## src/rtl/logic_unit_pipe.sv

```systemverilog
// Two-stage pipelined bitwise logic unit with valid/ready flow control,
// result flags and an optional chaining accumulator.
module logic_unit_pipe #(
    parameter int WIDTH  = 16,
    parameter bit ACC_EN = 1'b1
) (
    input  logic             clk,
    input  logic             reset,
    input  logic             in_valid,
    output logic             in_ready,
    input  logic [2:0]       control,
    input  logic [WIDTH-1:0] operand1,
    input  logic [WIDTH-1:0] operand2,
    input  logic             use_acc,
    input  logic             acc_clr,
    output logic             out_valid,
    input  logic             out_ready,
    output logic [WIDTH-1:0] result,
    output logic             zero,
    output logic             parity,
    output logic             err,
    output logic [WIDTH-1:0] acc
);

    typedef enum logic [2:0] {
        OP_RSV0 = 3'b000,
        OP_RSV1 = 3'b001,
        OP_NOT  = 3'b010,
        OP_AND  = 3'b011,
        OP_OR   = 3'b100,
        OP_XOR  = 3'b101,
        OP_NOR  = 3'b110,
        OP_XNOR = 3'b111
    } op_e;

    function automatic logic calc_parity(input logic [WIDTH-1:0] v);
        return ^v;
    endfunction

    function automatic logic calc_zero(input logic [WIDTH-1:0] v);
        return (v == {WIDTH{1'b0}});
    endfunction

    // Stage 1 holding registers
    logic             r_s1_valid;
    logic [2:0]       r_s1_ctrl;
    logic [WIDTH-1:0] r_s1_op1;
    logic [WIDTH-1:0] r_s1_op2;
    logic             r_s1_use_acc;

    // Stage 2 (output) registers
    logic             r_s2_valid;
    logic [WIDTH-1:0] r_result;
    logic             r_zero;
    logic             r_parity;
    logic             r_err;

    logic [WIDTH-1:0] r_acc;

    logic             w_s2_adv;
    logic             w_s1_adv;
    logic             w_move;
    logic [WIDTH-1:0] w_op1;
    logic [WIDTH-1:0] w_res;
    logic             w_err;

    assign w_s2_adv = !r_s2_valid || out_ready;
    assign w_s1_adv = !r_s1_valid || w_s2_adv;
    assign w_move   = r_s1_valid && w_s2_adv;

    // Operand select and bitwise operation for the beat leaving stage 1
    always_comb begin
        w_op1 = r_s1_op1;
        w_res = {WIDTH{1'b0}};
        w_err = 1'b0;
        if (ACC_EN && r_s1_use_acc) begin
            w_op1 = r_acc;
        end else begin
            w_op1 = r_s1_op1;
        end
        case (r_s1_ctrl)
            OP_NOT:  w_res = ~w_op1;
            OP_AND:  w_res = w_op1 & r_s1_op2;
            OP_OR:   w_res = w_op1 | r_s1_op2;
            OP_XOR:  w_res = w_op1 ^ r_s1_op2;
            OP_NOR:  w_res = ~(w_op1 | r_s1_op2);
            OP_XNOR: w_res = ~(w_op1 ^ r_s1_op2);
            OP_RSV0, OP_RSV1: begin
                w_res = {WIDTH{1'b0}};
                w_err = 1'b1;
            end
            default: begin
                w_res = {WIDTH{1'b0}};
                w_err = 1'b1;
            end
        endcase
    end

    // Stage 1 capture: loads whenever the stage is free or draining
    always_ff @(posedge clk or posedge reset) begin
        if (reset) begin
            r_s1_valid   <= 1'b0;
            r_s1_ctrl    <= 3'b000;
            r_s1_op1     <= {WIDTH{1'b0}};
            r_s1_op2     <= {WIDTH{1'b0}};
            r_s1_use_acc <= 1'b0;
        end else if (w_s1_adv) begin
            r_s1_valid <= in_valid;
            if (in_valid) begin
                r_s1_ctrl    <= control;
                r_s1_op1     <= operand1;
                r_s1_op2     <= operand2;
                r_s1_use_acc <= use_acc;
            end
        end
    end

    // Stage 2 capture: result and flags only change on a stage move, so they hold under stall
    always_ff @(posedge clk or posedge reset) begin
        if (reset) begin
            r_s2_valid <= 1'b0;
            r_result   <= {WIDTH{1'b0}};
            r_zero     <= 1'b0;
            r_parity   <= 1'b0;
            r_err      <= 1'b0;
        end else if (w_s2_adv) begin
            r_s2_valid <= r_s1_valid;
            if (r_s1_valid) begin
                r_result <= w_res;
                r_zero   <= calc_zero(w_res);
                r_parity <= calc_parity(w_res);
                r_err    <= w_err;
            end
        end
    end

    // Accumulator: clear beats a same-cycle update; unsupported codes never write it
    always_ff @(posedge clk or posedge reset) begin
        if (reset) begin
            r_acc <= {WIDTH{1'b0}};
        end else if (!ACC_EN) begin
            r_acc <= {WIDTH{1'b0}};
        end else if (acc_clr) begin
            r_acc <= {WIDTH{1'b0}};
        end else if (w_move && !w_err) begin
            r_acc <= w_res;
        end
    end

    assign in_ready  = w_s1_adv;
    assign out_valid = r_s2_valid;
    assign result    = r_result;
    assign zero      = r_zero;
    assign parity    = r_parity;
    assign err       = r_err;
    assign acc       = r_acc;

endmodule

```

## config.mk

```make
export PLATFORM = sky130hd
export DESIGN_NAME = logic_unit_pipe
export DESIGN_NICKNAME = d
export VERILOG_FILES = /design/src/rtl/logic_unit_pipe.sv
export SDC_FILE = /design/constraint.sdc
export NUM_CORES = 1
export LEC_CHECK = 0
export ABC_AREA = 1
export CORE_ASPECT_RATIO = 1.5
export CORE_MARGIN = 1
export CORE_UTILIZATION = 49
export DETAILED_ROUTE_END_ITERATION = 6
export PLACE_DENSITY = 0.75
export SETUP_SLACK_MARGIN = 0.15
export SLEW_MARGIN = 25
export SYNTH_ARGS = -nofsm -noshare
export SYNTH_HDL_FRONTEND = slang
export SYNTH_SLANG_ARGS = --single-unit
```

## constraint.sdc

```tcl
create_clock -name clk -period 2.4 [get_ports clk]
set_clock_uncertainty 0.15 [all_clocks]
set_input_delay 0.48 -clock clk [delete_from_list [all_inputs] [get_ports clk]]
set_output_delay 0.48 -clock clk [all_outputs]
set_load 0.005 [all_outputs]
```

# ---- Yosys cells after proc, flatten, opt, wreduce, memory -nomap -nowiden
# Cells that the tools add are included.
# Widths: inputs -> output; s select.
dict set report classes {
  addsub 0
  mul 0
  div 0
  n_lt_le_gt_ge 0
  n_eq_ne 7
  n_shift 0
  muxes 5
  n_bitwise 6
  reduce_logical 14
}
# operator count
set op_table {}
lappend op_table {{$pmux 16 s7} 1}
lappend op_table {{$mux 16} 3}
lappend op_table {{$not 16->16} 3}
lappend op_table {{$and 16x16->16} 1}
lappend op_table {{$logic_not 16->1} 1}
lappend op_table {{$or 16x16->16} 1}
lappend op_table {{$reduce_xor 16->1} 1}
lappend op_table {{$xor 16x16->16} 1}
lappend op_table {{$eq 3x3->1 const B} 4}
lappend op_table {{$eq 3x2->1 const B} 2}
lappend op_table {{$reduce_and 2->1} 2}
lappend op_table {{$eq 3x1->1 const B} 1}
lappend op_table {{$logic_not 1->1} 3}
lappend op_table {{$logic_not 3->1} 1}
lappend op_table {{$logic_and 1x1->1} 2}
lappend op_table {{$logic_or 1x1->1} 2}
lappend op_table {{$reduce_bool 2->1} 1}
lappend op_table {{$reduce_or 2->1} 1}
lappend op_table {{$mux 1} 1}
dict set report word_totals {
  reg_bits 73
  latch_bits 0
  ram_bits 0
  rom_bits 0
  input_bits 41
  elab_cells 43
  n_memories 0
}

# ---- Longest topological paths before layout
dict set report logic_depth {
  word_depth 7
  ltp_mapped 20
  depth_no_buf 20
}

# ---- Worst setup path before layout
# OpenSTA, ideal clock, no wires.
dict set report synth_timing {
  path_type {flip-flop to flip-flop}
  from {register r_s1_use_acc}
  to {register r_parity, in the netlist parity}
  t_arrival_ps 2179
  required_time_ps 2133
  setup_slack_ps -46
  stages_incl_launch_ff 21
  path_cell_list {dfrtp_1 > buf_2 > nand2_1 > o21a_1 > inv_1 > ha_1 > inv_1 > nand4_1 > nand2_1 > nor2_1 > nand2_2 > nand2_1 > ha_1 > nand2_1 > inv_1 > nor2_1 > nand2_1 > nand2_1 > nand2_1 > nand3_1 > nand2_1}
}
dict set report synth_between {
  elab_chain_len 5
  elab_cells_between_ends 9
  classes_between {mux: 2; bitwise: 6; reduce/logical: 1}
}
# element line
set synth_rtl {}
lappend synth_rtl {{start: declaration} 49} ;# logic r_s1_use_acc;
lappend synth_rtl {{start signal: assignment} 113} ;# r_s1_use_acc <= use_acc;
lappend synth_rtl {{$mux 16 *} 76} ;# if (ACC_EN && r_s1_use_acc) begin
lappend synth_rtl {{$xor 16x16->16 or $or 16x16->16 (tied branches)} n/a}
lappend synth_rtl {{$not 16->16, on equally long branches} {87, 86}}
lappend synth_rtl {{$pmux 16 s7 *} 81} ;# case (r_s1_ctrl)
lappend synth_rtl {{$reduce_xor 16->1 *} 37} ;# return ^v;
lappend synth_rtl {{end signal: assignment} 131} ;# r_parity <= calc_parity(w_res);
lappend synth_rtl {{end: declaration} 55} ;# logic r_parity;
# Mark *: on every way between the ends. The rest lies on a longest branch, timed or not.
# A chain may end at the register's enable or synchronous reset.

# ---- Worst setup path after layout
# Same ends and word-level chain as after synthesis.

==> results.json <==
{
  "wl_per_cell_um": 17.0,
  "hold_path_class": "flip-flop to flip-flop",
  "synth_area_mm2": 0.00493,
  "pin_count": 78,
  "synth-simple-area-share_pct": 29.6,
  "synthAdderAreaFrac_pct": 10.2,
  "clock_latency_ps": 340,
  "dp_hpwl_um": 10200,
  "synth_nets": 727,
  "ys_types": 27,
  "grt-ovfl-total": 0,
  "routabilityCongestion": 0.922,
  "fin_cells": 898,
  "worstSetupPathType": "flip-flop to flip-flop",
  "place_ws_ps": -385,
  "synth_top_family_by_area": "simple AND/OR/NAND/NOR gates",
  "drc": 24,
  "syn_inst": 646,
  "drt_pre_antenna_iters": 7,
  "core_mm2": 0.00974,
  "dp.cells": 870,
  "cap_violations": 0,
  "final_util_pct": 71.7,
  "first_iter_violations": 287,
  "cts_buffers": 9,
  "path_cells": "buf_12 > clkbuf_16 > nand2_1 > o21ai_2 > ha_1 > nand4_1 > nand2_1 > nor2_1 > nand3_2 > inv_1 > ha_1 > nand2_1 > nand2_2 > inv_2 > nand2_1 > nand2_1 > nand2_1 > nand3_2 > nand2_1",
  "synthToLayoutAreaGrowth_pct": 41.8,
  "die_y_um": 125,
  "syn_area_per_cell_um2": 7.63,
  "max_stage_delay_ps": 460,
  "grt_setup_unrepaired": "yes",
  "grt_pass1_vias": 5025,
  "via_count": 4994,
  "peakVddDrop_mv": 0.500,
  "setup_viol": 2,
  "yosysSeqAreaShare_pct": 37.1,
  "num_rows": 44,
  "synth_seq_cells": 73,
  "ys_warn_count": 0,
  "total_power_mw": 6.77,
  "powerDensity_mw_per_mm2": 968,
  "fmaxAchievable_mhz": 358,
  "routed_wl_um": 15300,
  "dpl-instance-area_mm2": 0.00621,
  "synth-xor-area-share_pct": 0.178,
  "synthMuxAreaShare_pct": 3.89,
  "io_buffer_count": 77,
  "tightest_slew_ps": 511,
  "end_kind": "flip-flop",
  "status": "complete, but fails checks",
  "final_area_mm2": 0.00699,
  "drt-vias-per-instance": 5.56,
  "slowest_stage": "dfrtp_2",
  "ant_nets": 0,
  "num_antenna_cells": 0,
  "slew_headroom_pct": 65.9,
  "grt_max_degree": 74,
  "grt_pass1_wl_um": 23900,
  "cts_max_level": 3,
  "cp.arrival_ps": 2870,
  "synth_compound_area_share_pct": 6.25,
  "violations": "design-rule violations, negative setup slack",
  "path_max_fanout": 6,
  "die_w_um": 83.9,
  "clock_sinks": 73,
  "slew_violations": 0,
  "fin_crit_sh_pct": 116,
  "antenna_found_initial": 0,
  "cts_tree": "built",
  "cts.clk_slew.worst_paths_ps": 60,
  "nets": 859,
  "p_leak_nw": 3.55,
  "cts_root_buf": "clkbuf_16",
  "grt.total_usage_pct": 29.3,
  "crit_top_cell": "nand2_1",
  "drive_gt1_share_pct": 24.6,
  "fill_cells": 687,
  "timing.final.hold_violations": 0,
  "fin_crit_ps": 2790,
  "dieArea_mm2": 0.0105,
  "fin_ws_ps": -390,
  "start_util_pct": 50.6,
  "cp-start-kind": "flip-flop",
  "cts_hold_buffers": 0,
  "required_ps": 2480,
  "cts.path.max_buffers": 2
}
==> synthesized netlist by cell type <==
| library cell | instances | share of area, % |
|---|---|---|
| nand2_1 | 178 | 14 |
| inv_1 | 106 | 8.1 |
| dfrtp_1 | 73 | 37 |
| nor2_1 | 50 | 3.8 |
| ha_1 | 40 | 10 |
| nand4_1 | 40 | 5.1 |
| a21oi_1 | 25 | 2.5 |
| nand3_1 | 25 | 2.5 |
| o21ai_0 | 18 | 1.8 |
| buf_2 | 17 | 1.7 |
| mux2_2 | 17 | 3.9 |
| nand3_2 | 10 | 2.0 |
| o21a_1 | 9 | 1.4 |
| buf_6 | 8 | 1.8 |
| nand2_2 | 6 | 0.76 |
| nand3b_1 | 6 | 0.91 |
| buf_4 | 5 | 0.76 |
| inv_2 | 4 | 0.30 |
| a21oi_2 | 1 | 0.18 |
| buf_1 | 1 | 0.076 |
| clkbuf_1 | 1 | 0.076 |
| nand3_4 | 1 | 0.36 |
| nor2_4 | 1 | 0.23 |
| nor3_4 | 1 | 0.33 |
| o21ai_2 | 1 | 0.18 |
| o31ai_1 | 1 | 0.15 |
| xnor2_1 | 1 | 0.18 |
==> state kept, by name, indices dropped and copies added, names as in the netlist <==
name	cells
err	1
r_s1_use_acc	1
r_s1_valid	1
acc	16
out_valid	1
r_s1_op2	16
parity	1
r_s1_op1	16
result	16
zero	1
r_s1_ctrl	3
==> layer usage <==
layer  vias up  routed length (µm)  share of wire [%]  GRT usage, %
met5         -                   0                  0             0
met4         0                 886                5.8          16.9
met3        64                 695                4.6          5.57
met2       211                8170                 53          54.2
met1      2420                5520                 36          30.1
li1       2299                   -                  -             -
==> worst max-delay path: cells and delay by family (launching register included) <==
family                   cells  cell delay [ps]
AO/OA/AOI/OAI                1               90
adder cells (fa/ha/maj)      2              540
buffers and inverters        4              470
flip-flops                   1              460
AND/OR/NAND/NOR             12              980
==> logic make-up after synthesis <==
| kind of cell | Yosys count |
|---|---|
| muxes | 17 |
| xor gates and xnor gates | 1 |
| DFF | 73 |
| AOI/OAI and AO/OA | 55 |
| and+or+nand+nor | 318 |
| adders and majority gates | 40 |
| buffers and inverters | 142 |
==> layout by cell type, fill, tap and decap left out, types with 2 or more instances in the layout <==
| cell | n |
|---|---|
| nor2_2 | 6 |
| buf_4 | 59 |
| a21oi_1 | 23 |
| buf_12 | 7 |
| nor2_1 | 44 |
| nand2_2 | 16 |
| nand3_2 | 12 |
| o21ai_0 | 4 |
| nand3b_1 | 6 |
| nand4_1 | 40 |
| ha_4 | 12 |
| o21a_4 | 2 |
| nand2_4 | 2 |
| nand3_1 | 22 |
| inv_2 | 14 |
| ha_1 | 27 |
| mux2_2 | 17 |
| bufinv_16 | 3 |
| o21a_1 | 7 |
| a21oi_2 | 3 |
| o21ai_1 | 6 |
| dfrtp_1 | 72 |
| clkdlybuf4s50_1 | 76 |
| buf_6 | 7 |
| nand2_1 | 166 |
| o21ai_2 | 8 |
| nand3_4 | 2 |
| clkinv_4 | 3 |
| clkbuf_16 | 10 |
| inv_1 | 94 |
==> repair_timing <==
item	4_1_cts	5_1_grt
buffers inserted	5	4
cloned	1	2
endpoints found under the setup margin	3	9
pin swaps	17	9
resized for setup	33	44
==> cell type report <==
class                      instances  area (µm²)  area share [%]
multi-input combinational        431        2760            39.5
sequential                        73        1830            26.2
timing repair buffer             153        1490            21.3
inverter                         110         419            6.00
clock buffer                      10         229            3.28
tap                              115         144            2.06
clock inverter                     6         116            1.67
==> final timing paths <==
check	from	cells past startpoint	slack, ps	endpoint
min reg2reg	result[2]$_DFFE_PP0P_	2	330	result[2]$_DFFE_PP0P_
max	r_s1_use_acc$_DFFE_PP0P_	19	-390	parity$_DFFE_PP0P_
max reg2reg	r_s1_use_acc$_DFFE_PP0P_	19	-390	parity$_DFFE_PP0P_
min in group asynchronous	reset	3	450	result[13]$_DFFE_PP0P_
min	result[2]$_DFFE_PP0P_	2	330	result[2]$_DFFE_PP0P_
max in group asynchronous	reset	3	1330	r_s1_use_acc$_DFFE_PP0P_
==> through the flow <==
step	hold slack [ps]	TNS (ps)
6_report	333	-510
5_1_grt	354	-792
4_1_cts	335	-265
3_5_place_dp	318	-417
3_3_place_gp	317	-315
2_1_floorplan	307	-0.520
==> power by group <==
part	switching [mW]	internal [mW]	total (mW)	leakage, nW
logic	1.82	1.68	3.50	2.50
clock network	0.553	1.02	1.57	0.167
registers	0.194	1.50	1.69	0.890
Power figures use the tool's default switching activity.
